`config.mk`:
```
export PLATFORM = sky130hd
export DESIGN_NAME = pulse_stretch_tx
export DESIGN_NICKNAME = d
export VERILOG_FILES = /design/src/rtl/pulse_stretch_tx.sv
export SDC_FILE = /design/constraint.sdc
export NUM_CORES = 1
export LEC_CHECK = 0
export ABC_AREA = 1
export CAP_MARGIN = 20
export CORE_UTILIZATION = 55
export CTS_BUF_LIST = sky130_fd_sc_hd__clkbuf_4 sky130_fd_sc_hd__clkbuf_8
export DETAILED_ROUTE_END_ITERATION = 10
export PLACE_DENSITY_LB_ADDON = 0.3
export SLEW_MARGIN = 20
export SYNTH_ARGS = -nofsm -noshare
export SYNTH_HDL_FRONTEND = slang
export SYNTH_SLANG_ARGS = --single-unit
```
`constraint.sdc`:
```
create_clock -name clk -period 2.1 [get_ports clk]
set_input_delay 0.525 -clock clk [delete_from_list [all_inputs] [get_ports clk]]
set_output_delay 0.525 -clock clk [all_outputs]
set_load 0.005 [all_outputs]
```
`src/rtl/pulse_stretch_tx.sv`:
```
// Fast-domain transmit side of a narrow-pulse crossing: queues single-cycle events
// and replays each one as a fixed-width pulse followed by a guaranteed low gap.
module pulse_stretch_tx #(
  parameter int HIGH_CYC = 4,
  parameter int GAP_CYC  = 4,
  parameter int CNT_W    = 4
) (
  input  logic             clk,
  input  logic             rst_n,
  input  logic             pulse_in,
  output logic             pulse_out,
  output logic             busy,
  output logic [CNT_W-1:0] pending,
  output logic             overflow
);

  localparam int MAX_CYC = (HIGH_CYC > GAP_CYC) ? HIGH_CYC : GAP_CYC;
  localparam int TW      = (MAX_CYC > 1) ? $clog2(MAX_CYC) : 1;
  localparam logic [TW-1:0]    HIGH_LOAD = TW'(HIGH_CYC - 1);
  localparam logic [TW-1:0]    GAP_LOAD  = TW'(GAP_CYC - 1);
  localparam logic [CNT_W-1:0] PEND_MAX  = '1;

  typedef enum logic [1:0] {IDLE, HIGH, GAP} state_t;

  state_t           state, state_nxt;
  logic [TW-1:0]    tcnt, tcnt_nxt;
  logic [CNT_W-1:0] pending_nxt;
  logic             overflow_nxt;
  logic             go, launch, bypass, inc, dec;

  assign go = pulse_in | (pending != '0);

  always_comb begin
    state_nxt = state;
    tcnt_nxt  = tcnt;
    launch    = 1'b0;
    case (state)
      IDLE: begin
        if (go) begin
          launch    = 1'b1;
          state_nxt = HIGH;
          tcnt_nxt  = HIGH_LOAD;
        end
      end
      HIGH: begin
        if (tcnt == '0) begin
          state_nxt = GAP;
          tcnt_nxt  = GAP_LOAD;
        end else begin
          tcnt_nxt = tcnt - TW'(1);
        end
      end
      GAP: begin
        // A waiting event relaunches straight from the last gap cycle, keeping the period exact
        if (tcnt == '0) begin
          if (go) begin
            launch    = 1'b1;
            state_nxt = HIGH;
            tcnt_nxt  = HIGH_LOAD;
          end else begin
            state_nxt = IDLE;
          end
        end else begin
          tcnt_nxt = tcnt - TW'(1);
        end
      end
      default: begin
        state_nxt = IDLE;
        tcnt_nxt  = '0;
      end
    endcase
  end

  // Queued events take priority; only an empty queue lets pulse_in launch directly
  assign bypass = launch & (pending == '0);
  assign dec    = launch & (pending != '0);
  assign inc    = pulse_in & ~bypass;

  always_comb begin
    pending_nxt  = pending;
    overflow_nxt = 1'b0;
    if (inc && !dec) begin
      if (pending == PEND_MAX) begin
        overflow_nxt = 1'b1;
      end else begin
        pending_nxt = pending + CNT_W'(1);
      end
    end else if (dec && !inc) begin
      pending_nxt = pending - CNT_W'(1);
    end
  end

  always_ff @(posedge clk or negedge rst_n) begin
    if (!rst_n) begin
      state     <= IDLE;
      tcnt      <= '0;
      pending   <= '0;
      pulse_out <= 1'b0;
      busy      <= 1'b0;
      overflow  <= 1'b0;
    end else begin
      state     <= state_nxt;
      tcnt      <= tcnt_nxt;
      pending   <= pending_nxt;
      pulse_out <= (state_nxt == HIGH);
      busy      <= (state_nxt != IDLE) | (pending_nxt != '0);
      overflow  <= overflow_nxt;
    end
  end

endmodule

```
==> metrics.md <==
| Metric | Value |
|---|---|
| Endpoint type of the worst setup path | `output port` |
| Cell depth of the worst hold path | `2` |
| Max transition margin | `0.6778` |
| Hold Crit Start | `tcnt[1]` |
| Total detailed-routing wirelength | `1361 µm` |
| Die Span Y | `approximately 39 µm` |
| Cell taking the most area after synthesis | `dfrtp_1` |
| Via Count | `630` |
| Rows | `13` |
| Maximum clock frequency | `roughly 530 MHz` |
| Total setup buffers inserted after CTS | `0` |
| Reported leakage power | `0.4269 nW` |
| Layout fillers | `102` |
| Slowest stage cell, crit path | `clkdlybuf4s50_1` |
| Wire length of the first global-routing pass | `2394 µm` |
| Post-synthesis instance total | `a little under 100` |
| Final ANT Viol Nets | `0` |
| Pin count of the biggest net entering global routing | `12` |
| Non-filler instance count after layout | `between 100 and 150` |
| DIE AREA | `about 0.0015 mm²` |
| Initial core utilization | `0.5901` |
| Most frequent cells in the layout | `nand2_1, dfrtp_1, nor2_1, nand3_1` |
| Primary flip-flop cell chosen by synthesis mapping | `dfrtp_1` |
| Setup-failing EPs final | `0` |
| Number of storage elements in the synthesis netlist | `11` |
| Final period demand of the worst path | `between 1500 and 2000 ps` |
| Path type of the worst setup path | `register to output port` |
| CP arrival | `about 1400 ps` |
| Yosys top cell area share | `0.3630` |
| Number of buffers between clock root and the deepest sink | `2` |
| CTS root buffer | `clkbuf_4` |
| Number of max-slew violations in the final report | `0` |
| Total design power | `1.383 mW` |
| Fraction of the yosys area taken by sequential cells | `0.3630` |
| TritonCTS clock tree | `done` |
| Max incr delay on CP | `570 ps` |
| Vias in the first global route | `581` |
| Post-synth EDFFs | `0` |
| Clock latency on the worst-skew pair | `250 ps` |
| Worst-path maximum fanout | `10` |
| Routability Congestion | `0.8495` |
| Grt total ovfl | `0` |
| DRC violations left | `0` |
| Reported max-cap violation count | `0` |
| Final total negative setup slack | `0 ps` |
| Post-route standard cell area excluding fillers | `roughly 890 µm²` |
| DRC violation total after the first TritonRoute iteration | `17` |
| Number of resized instances in the post-cts repair step | `0` |
| Antenna diode count | `0` |
| Synthesized area | `758.2 µm²` |
| Launching element type of the critical path | `register` |
| Floorplan die width | `39.13 µm` |
| Number of buffers created by CTS | `3` |
| Fraction of final layout cells sized beyond drive strength 1 | `0.1455` |
| Outcome | `finished, final reports clean` |
| RSZ-0062 raised after global routing | `false` |
| Top cells by area, synth | `dfrtp_1, nand2_1, ha_1, nand3_1, nor2_1` |
| Bufs and invs on worst path | `1` |
| Initial antenna violation count | `0` |
| Vias per cell | `5.040` |
| Worst EP required | `1570 ps` |
| Source of the worst register-to-register timing path | `pending[0]` |
| Post-detailed-route wirelength per cell | `~11 µm` |
| Number of H-tree levels | `1` |
| Post-synthesis to final-layout area growth | `16.83%` |
| Most common cell after layout, fill and taps aside | `nand2_1` |
| Proportion of register bits with asynchronous set or reset after synthesis | `1.000` |
| Cell Count Post-Placement | `approximately 120` |
| Synth Area per Inst | `7.737 µm²` |
| Worst path depth | `1` |
| IR drop worst, VDD | `0.0008077 V` |
| Critical Path Source | `pending[2]` |
| Detailed-routing iteration count for the pre-antenna-repair pass | `4` |
| Hold Fails Final Rpt | `0` |
| Crit-path cells | `clkdlybuf4s50_1` |
| Clock net sink count | `11` |
| Cell class contributing the biggest share of worst-path delay | `buffers and inverters` |
| Half-perimeter wire length after placement | `1115 µm` |
| Count of port buffers added during placement | `9` |
| Depth of the most critical reg-to-reg path | `9` |
| Hold crit path type | `register to register` |
| IO Pins | `10` |
| Number of nets in the final layout | `119` |
| Placed instance area | `855.8 µm²` |
| Period Utilization, post-route | `0.8943` |
| Mapped Nets | `106` |
| Global-route usage over all layers | `0.2264` |
| Power Density | `~1600 mW/mm²` |
| Worst clock skew | `0.6405 ps` |
| Slew at the pin with the worst max-slew slack | `481.8 ps` |
| CTS clock-pin slew for the worst setup and hold paths | `70 ps` |
| Number of hold buffers added after cts | `0` |
| Synth unique cells | `22` |
| Placeable core area | `0.001285 mm²` |
| Yosys warnings | `0` |
final timing paths:
check / slack (ps) / endpoint
max: 220 / pending[2]
min: 570 / tcnt[1]
max reg2reg: 350 / busy
min reg2reg: 570 / tcnt[1]
max in group asynchronous: 1180 / pending[2]
min in group asynchronous: 600 / state[1]
worst reg2reg max path, cell delays in order, from the launching register on:
cell	delay, ps
dfrtp_1	450
inv_1	160
ha_1	230
nand2_1	70
nor2_1	160
nand3_1	150
a21oi_1	170
nand3_1	90
nor2_1	110
nand2_1	50
per-stage QoR:
stage                     hold WS, ps    util  setup WS (ps)
final                           572.0  0.6894          222.1
after global routing            601.6  0.6894          126.9
after CTS                       573.1  0.6894          210.0
after detailed placement        558.2  0.6660          217.4
after global placement          543.3  0.6660          294.4
after floorplan                 229.4       -          575.5
state kept, by name (all words and copies together), names as in the netlist:
signal,cells
pulse_out,1
state,2
pending,4
overflow,1
tcnt,2
busy,1
final cells by class:
class / instances / area (µm²) / share of cell area
timing repair buffer: 9 / 90.09 / 0.1017
tap: 15 / 18.77 / 0.02119
sequential: 11 / 275.3 / 0.3107
inverter: 13 / 48.80 / 0.05508
clock buffer: 4 / 30.03 / 0.03390
multi-input combinational: 73 / 422.9 / 0.4774
routing by layer:
metal,track usage,share of wire,vias up
met5,0,0,-
met4,0,0,0
met3,0.03468,0.020,0
met2,0.3792,0.46,7
met1,0.3284,0.52,278
li1,-,-,345
cell usage after synthesis, types with 2 or more instances:
cell and instances:
a21oi_1 3, and2_1 2, dfrtp_1 11, ha_1 5, inv_1 9, inv_2 4, nand2_1 24, nand2_2 2
nand3_1 10, nor2_1 10, nor2_2 3, o211ai_1 2, o21ai_0 2, xor2_1 3
where the power goes:
group | leakage, nW | total, mW | switching (mW) | internal [mW]
clock network | 0.0184 | 0.148 | 0.0621 | 0.0861
registers | 0.131 | 0.427 | 0.118 | 0.309
logic | 0.277 | 0.807 | 0.454 | 0.353
cell families after synthesis:
group                      Yosys count  synth area share
and+or+nand+nor                     54            0.3367
buffers and inverters               14           0.07920
DFF                                 11            0.3630
xor gates and xnor gates             3           0.03466
AOI/OAI and AO/OA                   11            0.1040
adders and majority gates            5           0.08251
Note: power is estimated with default switching activity, not from simulation.
==> patch 1 (same flow settings) <==
Remove the register `pulse_out`: a continuous assignment takes its place, so the output `pulse_out` follows one clock earlier.
--- a/src/rtl/pulse_stretch_tx.sv
+++ b/src/rtl/pulse_stretch_tx.sv
@@ -97,3 +97,2 @@
       pending   <= '0;
-      pulse_out <= 1'b0;
       busy      <= 1'b0;
@@ -104,3 +103,2 @@
       pending   <= pending_nxt;
-      pulse_out <= (state_nxt == HIGH);
       busy      <= (state_nxt != IDLE) | (pending_nxt != '0);
@@ -110,2 +108,4 @@
 
+  assign pulse_out = (state_nxt == HIGH);
+
 endmodule
Function: changed (Yosys sat finds a counterexample within 4 cycles, from zero or initial values and one cycle with rst_n low).
==> patch 1 against the original RTL <==
  * Synthesized cell count decreased by 1.0%
  * Area after synthesis decreased by 3.3%
  * Cell area increased by 15%
  * Wire length increased by 81%
  * First-iteration DRC count increased to 3.4 times the old value
  * Count of clock-buffer cells in the layout decreased by 1
  * Fmax decreased by 8.1%
  * Worst setup slack got worse by 170 ps
  * Sequential cell count decreased by 1
  * Power increased by 28%
  * Global-route usage increased by 15 points
==> patch 1: results (changes against the original RTL) <==
Finish
The share of layout cells above drive strength 1 is 31.7% (was 14.5%).

Synthesis
Commonest cells in the synthesized netlist: sky130_fd_sc_hd__nand2_1 (24), sky130_fd_sc_hd__dfrtp_1 (10), sky130_fd_sc_hd__nand3_1 (10), sky130_fd_sc_hd__nor2_1 (10), sky130_fd_sc_hd__inv_1 (9) (was sky130_fd_sc_hd__nand2_1 (24), sky130_fd_sc_hd__dfrtp_1 (11), sky130_fd_sc_hd__nand3_1 (10), sky130_fd_sc_hd__nor2_1 (10), sky130_fd_sc_hd__inv_1 (9)). The portion of the post-synthesis area used by sequential elements came to 34.1% (was 36.3%). Top area cells in the synthesized netlist: sky130_fd_sc_hd__dfrtp_1 (34%), sky130_fd_sc_hd__nand2_1 (12%), sky130_fd_sc_hd__ha_1 (8.5%), sky130_fd_sc_hd__nand3_1 (6.8%), sky130_fd_sc_hd__nor2_1 (5.1%) (was sky130_fd_sc_hd__dfrtp_1 (36%), sky130_fd_sc_hd__nand2_1 (12%), sky130_fd_sc_hd__ha_1 (8.3%), sky130_fd_sc_hd__nand3_1 (6.6%), sky130_fd_sc_hd__nor2_1 (5.0%)).

STA
The highest clock frequency the design can meet is 489 MHz (was 533 MHz). The final clock skew came to 7.41 ps (was 0.641 ps).

Place
The cell count after placement was 133 (was 121). The placer's final routability congestion estimate came to 0.867 (was 0.850). The worst slack after detailed placement is -226 ps (was 217 ps).

Drt
The mean number of vias per cell is 6.14 (was 5.04). The met2 wirelength from detailed routing is 1.17 mm (was 624 um). The first-pass iteration count of the detailed router is 7 (was 4).

The highest routing layer actually used is met4 (was met3). The wire length on met3 is 294 um (was 27 um). The total vias in the final route is 860 (was 630). The overall routed net length came to 2.46 mm (was 1.36 mm).

Clocking
The post-CTS setup buffer count is 4 (was 0). The post-cts gate resize count is 9 (was 0).

Critical path
The maximum cell stage delay along the critical path is 400 ps (was 570 ps). The cell type group with the largest total delay on the critical path is flip-flops (was buffers and inverters). The slowest cell on the critical path was sky130_fd_sc_hd__dfrtp_1 (was sky130_fd_sc_hd__clkdlybuf4s50_1).

Status
Status: completed (unchanged).

Worst hold path
The type of the tightest min-delay check is input pin to asynchronous set/reset pin (was flop to flop).

Global route
The global routing usage summed across all routing layers came to 37.7% (was 22.6%). The met1 layer usage reported by global route is 43.8% (was 32.8%).

Power
The switching share of power came to 47.4% (was 45.9%).
## patch 1: cell type report
cell class              instances  area [um2]
multi-input cells              73         455
fillers                        70         156
repair buffers                 27         220
flip-flops and latches         10         250
inverters                      13        48.8
well taps                      14        17.5
clock buffers                   3        22.5
## patch 1: per-stage QoR
| step | TNS [ps] | area (um2) | hold WS, ps | total power, mW | util, % |
|---|---|---|---|---|---|
| finish | 0 | 1010 | 581 | 1.77 | 86.6 |
| global route | 0 | 1010 | 605 | 1.89 | 86.6 |
| CTS | 0 | 1010 | 571 | 1.67 | 86.2 |
| detailed placement | -226 | 935 | 554 | 1.42 | 79.8 |
| global placement | -197 | 935 | 542 | 1.36 | 79.8 |
| floorplan | 0 | 733 | 229 | 0.984 | - |
## patch 1: power by group through the flow
stage	clock (mW)	sequential, mW	combinational, mW
after floorplan	0	0.365	0.618
after global placement	0	0.347	1.02
after detailed placement	0	0.350	1.07
after CTS	0.138	0.351	1.18
after global routing	0.149	0.366	1.37
final	0.139	0.361	1.27
==> patch 2 (same flow settings) <==
Without the edit above. Change the parameter `CNT_W` from 4 to 6.
--- a/src/rtl/pulse_stretch_tx.sv
+++ b/src/rtl/pulse_stretch_tx.sv
@@ -5,3 +5,3 @@
   parameter int GAP_CYC  = 4,
-  parameter int CNT_W    = 4
+  parameter int CNT_W    = 6
 ) (
Interface: changed (resized pending); port bits go from 10 to 12. The function was not compared with the original's and may differ.
==> patch 2 against the original RTL <==
  * Highest routed layer is now met4
  * Power increased by 26%
  * Non-clock buffer count increased by 2
  * Worst setup slack got worse by 130 ps
  * Critical endpoint unchanged
  * Clock skew increased by 4.0 ps
  * Area after synthesis increased by 29%
  * Wire length increased by 66%
  * Critical path type unchanged
  * Critical path depth unchanged
  * Cell area increased by 27%
  * Sequential cell count increased by 2
  * Fmax decreased by 6.4%
  * Via count increased by 44%
  * Largest cell class unchanged
  * Combinational power increased by 31%
  * Worst hold slack improved by 20 ps
==> patch 2: results (changes against the original RTL) <==
Place
The worst slack after detailed placement is -33.6 ps (was 217 ps). The placed wire-length estimate is 1.67 mm (was 1.12 mm). The number of buffers added on ports is 11 (was 9). The placer's final routability congestion estimate is 0.977 (was 0.850).

Drt
The overall routed net length is 2.26 mm (was 1.36 mm). The mean number of vias per cell is 5.66 (was 5.04). The highest routing layer actually used is met4 (was met3). The wire length on met3 was 147 um (was 27 um).

Finish
Largest regs: pending (6), state (2), tcnt (2) (was pending (4), state (2), tcnt (2)). The layout-stage area growth over the synthesis result is 15.3% (was 16.8%). The number of signal-net buffers in the layout is 11 (was 9). The clock buffer and inverter area fraction after layout came to 2.67% (was 3.39%). The total number of nets in the final design came to 153 (was 119). The non-clock inverter count in the final layout is 21 (was 13). The area of the multi-input gates is 561 um2 (was 423 um2). The sequential cell area is 325 um2 (was 275 um2). The area share of buffers outside the clock network is 9.79% (was 10.2%). The count of multi-input combinational gates is 95 (was 73).

Power
The maximum vdd drop was 0.834 mV (was 0.808 mV). The power per cell area is 1550 nW/um2 (was 1560 nW/um2). The leakage power was 0.605 nW (was 0.427 nW).

Synthesis
The synthesized netlist net count was 138 (was 106). The xor and xnor area share after synthesis was 3.59% (was 3.47%). Top area cells in the synthesized netlist: sky130_fd_sc_hd__dfrtp_1 (33%), sky130_fd_sc_hd__nand2_1 (12%), sky130_fd_sc_hd__ha_1 (6.4%), sky130_fd_sc_hd__inv_1 (5.4%), sky130_fd_sc_hd__nor2_1 (5.4%) (was sky130_fd_sc_hd__dfrtp_1 (36%), sky130_fd_sc_hd__nand2_1 (12%), sky130_fd_sc_hd__ha_1 (8.3%), sky130_fd_sc_hd__nand3_1 (6.6%), sky130_fd_sc_hd__nor2_1 (5.0%)). The fraction of the mapped netlist area in compound gates is 11.3% (was 10.4%).

The portion of the post-synthesis area used by sequential elements came to 33.3% (was 36.3%). Commonest cells in the synthesized netlist: sky130_fd_sc_hd__nand2_1 (31), sky130_fd_sc_hd__inv_1 (14), sky130_fd_sc_hd__nor2_1 (14) (was sky130_fd_sc_hd__nand2_1 (24), sky130_fd_sc_hd__dfrtp_1 (11), sky130_fd_sc_hd__nand3_1 (10), sky130_fd_sc_hd__nor2_1 (10), sky130_fd_sc_hd__inv_1 (9)). The post-synthesis cell type count is 25 (was 22). The area share of fa/ha/maj cells after synthesis is 6.41% (was 8.25%).

Global route
The global-route wire length before repair is 3.77 mm (was 2.39 mm). The met2 track demand over resource came to 43.8% (was 37.9%). The largest net degree at the start of global routing was 14 (was 12). The via count of the first global-routing pass came to 881 (was 581).

Critical path
The peak fanout along the critical path is 8 (was 10). The maximum cell stage delay along the critical path is 610 ps (was 570 ps). The cell type group with the largest total delay on the critical path is flip-flops (was buffers and inverters). The startpoint of the worst-slack reg-to-reg timing path is tcnt[0] (was pending[0]).

The slowest cell on the critical path is sky130_fd_sc_hd__dfrtp_1 (was sky130_fd_sc_hd__clkdlybuf4s50_1).

Clocking
The latest clock arrival within the worst-skew pair is 290 ps (was 250 ps).

STA
The highest clock frequency the design can meet came to 498 MHz (was 533 MHz).

Status
Status: completed (unchanged).
-- patch 2: cell count changes after synthesis, sizes merged, moves of 2 or more --
cell / change
nand2: +14
dfrtp: +2
o21ai: +3
nand3: -2
and2: -2
a31oi: +2
nor2: +3
a21oi: +5
inv: +7
-- patch 2: power by group --
group	internal, mW	leakage, nW	switching, mW
Clock	0.0869	0.0184	0.0907
Sequential	0.357	0.156	0.146
Combinational	0.417	0.430	0.644
Total	0.860	0.605	0.880
-- patch 2: per-stage QoR --
stage | hold WS [ps] | utilization, % | instances
after global placement | 541 | 69.4 | 156
final | 592 | 71.3 | 160
after floorplan | 229 | - | 130
after CTS | 582 | 71.3 | 160
after detailed placement | 563 | 69.4 | 156
after global routing | 615 | 71.3 | 160
-- patch 2: kinds of logic (layout without fill, tap and decap cells) --
family | after synthesis | count (layout)
fa+ha+maj | 5 | 5
xor+xnor | 4 | 4
flops | 13 | 13
simple gates | 68 | 68
buf+inv | 22 | 36
compound gates | 18 | 18
